===== config.mk =====
export PLATFORM = sky130hd
export DESIGN_NAME = keydemux
export DESIGN_NICKNAME = d
export VERILOG_FILES = /design/src/rtl/keydemux_pkg.sv /design/src/rtl/keydemux_keymatch.sv /design/src/rtl/keydemux.sv
export SDC_FILE = /design/constraint.sdc
export NUM_CORES = 1
export LEC_CHECK = 0
export CAP_MARGIN = 5
export CORE_AREA = 2 2 74 76
export CTS_CLUSTER_DIAMETER = 30
export DETAILED_ROUTE_END_ITERATION = 12
export DIE_AREA = 0 0 76 78
export DONT_BUFFER_PORTS = 1
export SYNTH_ARGS = -nofsm -noshare
export SYNTH_HDL_FRONTEND = slang
export SYNTH_SLANG_ARGS = --single-unit

===== constraint.sdc =====
create_clock -name clk -period 3.2 [get_ports clk]
set_input_delay 0.32 -clock clk [delete_from_list [all_inputs] [get_ports clk]]
set_output_delay 0.32 -clock clk [all_outputs]
set_load 0.02 [all_outputs]

===== src/rtl/keydemux_pkg.sv =====
// keydemux_pkg: shared widths and types for the keydemux result router.
//   KEY_SIZE          width of a transaction key
//   OPERAND_SIZE      width of an ALU operand/result
//   OPCODE_SIZE       width of an ALU opcode (shared with the request side)
//   KEYDEMUX_ORPHAN_W width of the saturating orphan counter
//   ch_state_t        per-channel holding state (EMPTY / FULL)
package keydemux_pkg;

  localparam int KEY_SIZE          = 8;
  localparam int OPERAND_SIZE      = 32;
  localparam int OPCODE_SIZE       = 4;
  localparam int KEYDEMUX_ORPHAN_W = 8;

  // FULL means a result is held for the client and not yet acknowledged.
  typedef enum logic {
    EMPTY = 1'b0,
    FULL  = 1'b1
  } ch_state_t;

endpackage


===== src/rtl/keydemux_keymatch.sv =====
// keymatch: combinational lowest-index priority encoder.
//   req   in  n   per-channel match vector
//   owner out n   one-hot grant to the lowest set bit of req (all zero if none)
//   hit   out 1   at least one bit of req is set
module keymatch #(
  parameter int n = 1
) (
  input  logic [n-1:0] req,
  output logic [n-1:0] owner,
  output logic         hit
);

  always_comb begin
    owner = '0;
    hit   = 1'b0;
    for (int i = 0; i < n; i++) begin
      if (req[i] && !hit) begin
        owner[i] = 1'b1;
        hit      = 1'b1;
      end
    end
  end

endmodule


===== src/rtl/keydemux.sv =====
// keydemux: routes keyed ALU results back to the client channel that issued
// the key, holding each result until the client acknowledges it.
//
// Optional feature macro: KEYDEMUX_ORPHAN_EN (orphan flag + saturating count).
//
// Ports:
//   clk           in   1                      system clock (rising edge)
//   rst           in   1                      synchronous reset, active low
//   key_i         in   ninputs*KEY_SIZE       snooped per-channel request keys
//   res_valid_i   in   1                      ALU result strobe
//   res_key_i     in   KEY_SIZE               key echoed with the result
//   res_i         in   OPERAND_SIZE           ALU result
//   ack_i         in   ninputs                per-channel consume acknowledge
//   keyback_o     out  KEY_SIZE               key of last completed result
//   res_o         out  ninputs*OPERAND_SIZE   per-channel held result
//   valid_o       out  ninputs                per-channel result available (state FULL)
//   ovf_o         out  ninputs                per-channel sticky overflow
//   orphan_o      out  1                      sticky unmatched-result flag
//   orphan_cnt_o  out  KEYDEMUX_ORPHAN_W      saturating unmatched-result count
//
// Handshake: a result is accepted on every cycle res_valid_i is 1 (no
// back-pressure). A channel presents valid_o=1 until ack_i is seen high on a
// rising edge; an ack in the same cycle as a new delivery frees the slot for
// that delivery (reload).
`ifndef KEYDEMUX_V
`define KEYDEMUX_V

module keydemux
  import keydemux_pkg::*;
#(
  parameter int ninputs = 1
) (
  input  logic                            clk,
  input  logic                            rst,
  input  logic [ninputs*KEY_SIZE-1:0]     key_i,
  input  logic                            res_valid_i,
  input  logic [KEY_SIZE-1:0]             res_key_i,
  input  logic [OPERAND_SIZE-1:0]         res_i,
  input  logic [ninputs-1:0]              ack_i,
  output logic [KEY_SIZE-1:0]             keyback_o,
  output logic [ninputs*OPERAND_SIZE-1:0] res_o,
  output logic [ninputs-1:0]              valid_o,
  output logic [ninputs-1:0]              ovf_o,
  output logic                            orphan_o,
  output logic [KEYDEMUX_ORPHAN_W-1:0]    orphan_cnt_o
);

  if (ninputs < 1) begin : g_bad_param
    $error("keydemux: ninputs must be > 0");
  end

  logic [KEY_SIZE-1:0] served_q [ninputs];
  ch_state_t           state_q  [ninputs];
  logic [ninputs-1:0]  match;
  logic [ninputs-1:0]  owner;
  logic                hit;

  // A channel only matches while it still waits on its current key; once
  // served, the same key value cannot claim a second result.
  always_comb begin
    match = '0;
    for (int i = 0; i < ninputs; i++) begin
      match[i] = (key_i[KEY_SIZE*i +: KEY_SIZE] != served_q[i]) &&
                 (key_i[KEY_SIZE*i +: KEY_SIZE] == res_key_i);
    end
  end

  keymatch #(.n(ninputs)) u_keymatch (
    .req   (match),
    .owner (owner),
    .hit   (hit)
  );

  for (genvar g = 0; g < ninputs; g++) begin : g_ch
    logic deliver;
    assign deliver    = res_valid_i && hit && owner[g];
    assign valid_o[g] = (state_q[g] == FULL);

    always_ff @(posedge clk) begin
      if (!rst) begin
        served_q[g]                          <= '0;
        state_q[g]                           <= EMPTY;
        res_o[OPERAND_SIZE*g +: OPERAND_SIZE] <= '0;
        ovf_o[g]                             <= 1'b0;
      end else if (deliver) begin
        served_q[g] <= res_key_i;
        if (state_q[g] == EMPTY || ack_i[g]) begin
          res_o[OPERAND_SIZE*g +: OPERAND_SIZE] <= res_i;
          state_q[g]                           <= FULL;
        end else begin
          // Client has not consumed the held result: keep it, flag the loss.
          ovf_o[g] <= 1'b1;
        end
      end else if (ack_i[g] && state_q[g] == FULL) begin
        state_q[g] <= EMPTY;
      end
    end
  end

  // Every result returns its key, even dropped or orphaned ones, so the
  // request side never waits forever.
  always_ff @(posedge clk) begin
    if (!rst) begin
      keyback_o <= '0;
    end else if (res_valid_i) begin
      keyback_o <= res_key_i;
    end
  end

`ifdef KEYDEMUX_ORPHAN_EN
  always_ff @(posedge clk) begin
    if (!rst) begin
      orphan_o     <= 1'b0;
      orphan_cnt_o <= '0;
    end else if (res_valid_i && !hit) begin
      orphan_o <= 1'b1;
      if (orphan_cnt_o != {KEYDEMUX_ORPHAN_W{1'b1}}) begin
        orphan_cnt_o <= orphan_cnt_o + 1'b1;
      end
    end
  end
`else
  assign orphan_o     = 1'b0;
  assign orphan_cnt_o = '0;
`endif

endmodule

`endif

# [Word-level counts from Yosys, hierarchy flattened]
# Memory sizes are Yosys's and may differ from the RTL's.
# Index checks and enable logic that the tools add are counted.
[op_classes] muxes=19 reduce_logical=10 n_eq_ne=2 bitwise_logic=2
[op_table] cell="two-way mux 1 bit" n=18
[op_table] cell="equality test 8 bit" n=1
[op_table] cell="two-way mux 8 bit" n=1
[op_table] cell="!= test 8 bit" n=1
[op_table] cell="OR reduction 8 bit" n=1
[op_table] cell="logical AND 1 bit" n=4
[op_table] cell="AND reduction 2 bit" n=2
[op_table] cell="NOT 1 bit" n=2
[op_table] cell="OR reduction 1 bit" n=2
[op_table] cell="logical OR 1 bit" n=1
[word_totals] inputBits=52 n_memories=2 mem_bits_rw=9 reg_bits=41 output_inout_bits=51 word_cells=38
[mem_list] memory="served_q" words=1 word_bits=8 read_ports=1 rd_ports_with_merged_regs=0 wr=1 line_no="keydemux.sv:52" rtl="logic [KEY_SIZE-1:0] served_q [ninputs];"
[mem_list] memory="state_q" words=1 word_bits=1 read_ports=1 rd_ports_with_merged_regs=0 wr=1 line_no="keydemux.sv:53" rtl="ch_state_t state_q [ninputs];"

# [Longest topological paths before layout]
# An unclocked memory read counts as a cell.
[logic_depth] ltp_word=12 ltp_mapped=6 mapped_depth_nobuf=5

# [Hierarchy]
# A second synthesis with hierarchy kept.
[hier_totals] cells_unflattened=159 area_unflattened_um2=1939.4
[by_module_without_submodules] module="keydemux" cells_per_inst=157 area_each_um2=1924.3 n_inst=1
[by_module_without_submodules] module="keymatch" cells_per_inst=2 area_each_um2=15.0 n_inst=1

# [Worst setup path before layout]
# No wires, ideal clock.
[synth_path] path_kind="input to register" startpoint="in res_key_i[0]" endpoint="mem served_q[0][0], enable pin" setup_time_ns=0.329 slack_ns=1.476 n_path_buf=1 cell_stages=5 t_arrival_ns=1.395 cell_sequence="xor2_1 -> nor4_4 -> o2111ai_2 -> clkbuf_1 -> nand2_1"
[synth_between] elab_chain_cells=10
[synth_rtl] element="start, declared" line_no="keydemux.sv:37" rtl="input logic [KEY_SIZE-1:0] res_key_i,"
[synth_rtl] element="equality test 8 bit (*)" line_no="keydemux.sv:64" rtl="(key_i[KEY_SIZE*i +: KEY_SIZE] == res_key_i);"
[synth_rtl] element="logical AND 1 bit (*)" line_no="keydemux.sv:63" rtl="match[i] = (key_i[KEY_SIZE*i +: KEY_SIZE] != served_q[i]) &&"
[synth_rtl] element="two-way mux 1 bit (*)" line_no="keydemux_keymatch.sv:17" rtl="if (req[i] && !hit) begin"
[synth_rtl] element="logical AND 1 bit" line_no="keydemux.sv:76" rtl="assign deliver = res_valid_i && hit && owner[g];"
[synth_rtl] element="logical AND 1 bit (*)" line_no="keydemux.sv:76"
[synth_rtl] element="two-way mux 1 bit (*)" line_no="keydemux.sv:85" rtl="end else if (deliver) begin"
[synth_rtl] element="two-way mux 1 bit (*)" line_no="keydemux.sv:80" rtl="if (!rst) begin"
[synth_rtl] element="two-way mux 1 bit (implied by the code) (*)" line_no="keydemux.sv:86" rtl="served_q[g] <= res_key_i;"
[synth_rtl] element="OR reduction 8 bit (no source line)"
[synth_rtl] element="two-way mux 1 bit (no source line) (*)"
[synth_rtl] element="end, declared" line_no="keydemux.sv:52"
# Every way passes the cells marked *; elsewhere a longest branch is shown, timed or not.

# [Worst setup path after layout]
[layout_path] startpoint="mem served_q[0][2]" endpoint="reg res_o[28]"
[layout_between] elab_chain_cells=7
[layout_rtl] element="memory read (1 x 8 bit) (*)"
[layout_rtl] element="!= test 8 bit (*)" line_no="keydemux.sv:63"
[layout_rtl] element="logical AND 1 bit (*)" line_no="keydemux.sv:63"
[layout_rtl] element="two-way mux 1 bit (*)" line_no="keydemux_keymatch.sv:17"
[layout_rtl] element="logical AND 1 bit" line_no="keydemux.sv:76"
[layout_rtl] element="logical AND 1 bit (*)" line_no="keydemux.sv:76"
[layout_rtl] element="AND reduction 2 bit (no source line) (*)"
[layout_rtl] element="end signal, assigned by index" line_no="keydemux.sv:88" rtl="res_o[OPERAND_SIZE*g +: OPERAND_SIZE] <= res_i;"
[layout_rtl] element="end, declared" line_no="keydemux.sv:41" rtl="output logic [ninputs*OPERAND_SIZE-1:0] res_o,"
# Marked as above.
# A chain may end at the register's enable or synchronous reset.

==> results.json <==
{
  "outcome": "complete, no violations",
  "clockBufferDepth": 2,
  "syn_avg_cell_area_um2": 9.53,
  "start_util": 0.438,
  "wire_per_inst_um": 17.0,
  "drtIter0Drc": 155,
  "syn-cell-area_um2": 2210,
  "yosysSeqAreaShare": 0.493,
  "htreeDepth": 2,
  "drv_slew": 0,
  "grt_usage": 0.169,
  "dieArea_um2": 5930,
  "layout-drive-gt1-share": 0.0717,
  "ys.flop_type": "dfxtp_1",
  "crit_chain": "xnor2_1 > nand4_1 > o2111ai_2 > buf_4 > o21ai_0 > a21oi_1",
  "path_buf_inv": 1,
  "design_area_um2": 2240,
  "cap_violations": 0,
  "multi_input_area_um2": 933,
  "critPathMaxFanout": 18,
  "gr-total-overflow": 0,
  "syn_inst": 232,
  "worst_hold_slack_ns": 0.165,
  "cts.sinks": 50,
  "dp_hpwl_um": 3380,
  "cts_root_buf": "clkbuf_8",
  "layout_min_cycle_time_ns": 2.07,
  "crit_arrival_ns": 2.29,
  "crit_required_ns": 3.43,
  "die_h_um": 78,
  "fp-row-count": 26,
  "cts_buffers": 5,
  "tightest_slew_ns": 0.997,
  "hp-class": "in2reg",
  "cp-end-kind": "register",
  "layout.nets": 274,
  "p_leak_nw": 0.768,
  "clk_pin_slew_ns": 0.09,
  "grt_max_degree": 36,
  "dr.pass1.iters": 4,
  "yosysWarningCount": 0,
  "max_stage_delay_ns": 0.64,
  "stdcell_count": 293,
  "dpl-instance-area_um2": 2150,
  "grt_first_pass_wirelength_um": 7960,
  "grt_pass1_vias": 1584,
  "n_fill_cell": 493,
  "post_cts_resized": 0,
  "tritoncts": "built",
  "synth_edf_count": 9,
  "slowest_stage": "o2111ai_2",
  "maxClockFrequency_mhz": 484,
  "io_buffers": 0,
  "antenna_found_initial": 0,
  "antenna_cells": 0,
  "worstSkewPairLatency_ns": 0.29,
  "fin_crit_sh": 0.646,
  "slew-limit-headroom": 0.335,
  "areaGrowthSynthToFinish_pct": 1.19,
  "peakVddDrop_mv": 0.254,
  "setup_viol_count_final": 0,
  "antenna_left": 0,
  "gp_congestion": 0.720,
  "remaining_drc_errors": 0,
  "cp.depth": 6,
  "synth.distinct_cells": 32,
  "placed_cells": 285,
  "worstRegToRegCells": 6,
  "hold_buffers": 0,
  "routed_via_density": 5.38,
  "power.density_nw_per_um2": 496,
  "core-area_um2": 5040,
  "fin_tns_setup_ns": 0,
  "synthArstFlopShare": 0,
  "ys_ff_latch": 50,
  "critPathTopFamily": "compound AO/OA/AOI/OAI gates",
  "rsz0062_at_grt": "false",
  "die_x_um": 76,
  "post-cts-setup-buffers": 0,
  "seqCellArea_um2": 1090,
  "boundaryPins": 103,
  "hold_viol_final": 0,
  "whs_path_depth": 2,
  "fin_skew_ns": 0.00504,
  "critPathLaunchType": "register",
  "vias": 1577,
  "routed_wirelength_um": 4980,
  "worstSetupPathType": "reg2reg"
}
==> registers in the layout (all words and copies together) (netlist names) <==
name and flops:
ovf_o 1, res_o 32, served_q 8, keyback_o 8, state_q 1
==> cells in the mapped netlist (2+ instances only) <==
library cell / n / share of area
o21ai_1: 7 / 0.016
dfxtp_1: 41 / 0.37
buf_4: 11 / 0.037
a21oi_1: 33 / 0.075
xnor2_1: 9 / 0.036
nor2_1: 9 / 0.015
nor3_1: 2 / 0.0045
clkbuf_1: 7 / 0.012
edfxtp_1: 9 / 0.12
mux2i_1: 8 / 0.036
and3_1: 7 / 0.020
buf_2: 2 / 0.0045
buf_6: 3 / 0.015
nand4_1: 2 / 0.0057
nand3_1: 31 / 0.070
dlygate4sd1_1: 3 / 0.012
nand2_1: 2 / 0.0034
o21ai_0: 26 / 0.059
xor2_1: 7 / 0.028
==> report_power, final <==
part | total [W] | internal, W | switching [W]
sequential | 0.000669 | 0.000652 | 0.0000168
clock | 0.000372 | 0.000175 | 0.000198
combinational | 0.0000693 | 0.0000243 | 0.0000450
==> logic make-up (layout without fill, tap and decap cells) <==
group | after synthesis | after routing | share of synthesized area
compound gates | 68 | 68 | 0.162
xor+xnor | 16 | 16 | 0.0634
buf+inv | 30 | 13 | 0.0979
flops | 50 | 50 | 0.493
mux | 8 | 8 | 0.0362
other cells | 1 | 9 | 0.00170
simple gates | 59 | 59 | 0.145
==> final cells by class <==
class	count	share of cell area
repair buffers	4	0.0134
clock inverters	1	0.00224
multi-input cells	160	0.417
inverters	1	0.00168
well taps	70	0.0391
clock buffers	7	0.0386
flip-flops and latches	50	0.488
==> per-layer routing <==
metal / global-route usage / vias up / share of wire
met5: 0 / - / 0
met4: 0.0655 / 0 / 0.020
met3: 0.0605 / 9 / 0.080
met2: 0.263 / 63 / 0.46
met1: 0.217 / 727 / 0.44
li1: - / 778 / -
==> worst register-to-register path: cells and delay by family, from the launching register on <==
kind | cells | cell delay, ns
AO/OA/AOI/OAI | 3 | 0.94
flip-flops | 1 | 0.39
buffers and inverters | 1 | 0.35
XOR/XNOR | 1 | 0.17
AND/OR/NAND/NOR | 1 | 0.15
==> path summary, 6_finish.rpt <==
path             startpoint        end  slack (ns)
max          served_q[0][2]  res_o[28]        1.13
min               res_i[12]  res_o[12]        0.17
max reg2reg  served_q[0][2]  res_o[28]        1.13
min reg2reg       res_o[30]  res_o[30]        0.58
==> cell usage in the layout (no fill, tap or decap), types with 2 or more instances in the layout <==
master	netlist	final
clkbuf_8	1	6
buf_4	11	4
nand3_1	31	31
dfxtp_1	41	41
and3_1	7	7
edfxtp_1	9	9
nor2_1	9	9
mux2i_1	8	8
nand4_1	2	2
nor3_1	2	2
o21ai_0	26	26
conb_1	1	9
a21oi_1	33	33
xor2_1	7	7
xnor2_1	9	9
o21ai_1	7	7
nand2_1	2	2
==> stage by stage <==
step	setup WS, ns	utilization	power [W]
finish	1.13	0.444	0.00111
detailed placement	1.06	0.426	0.000753
global placement	1.09	0.426	0.000753
CTS	1.11	0.444	0.00113
global route	0.900	0.444	0.00116
floorplan	1.48	-	0.000757
No activity file was read; power rests on OpenSTA's default activity.
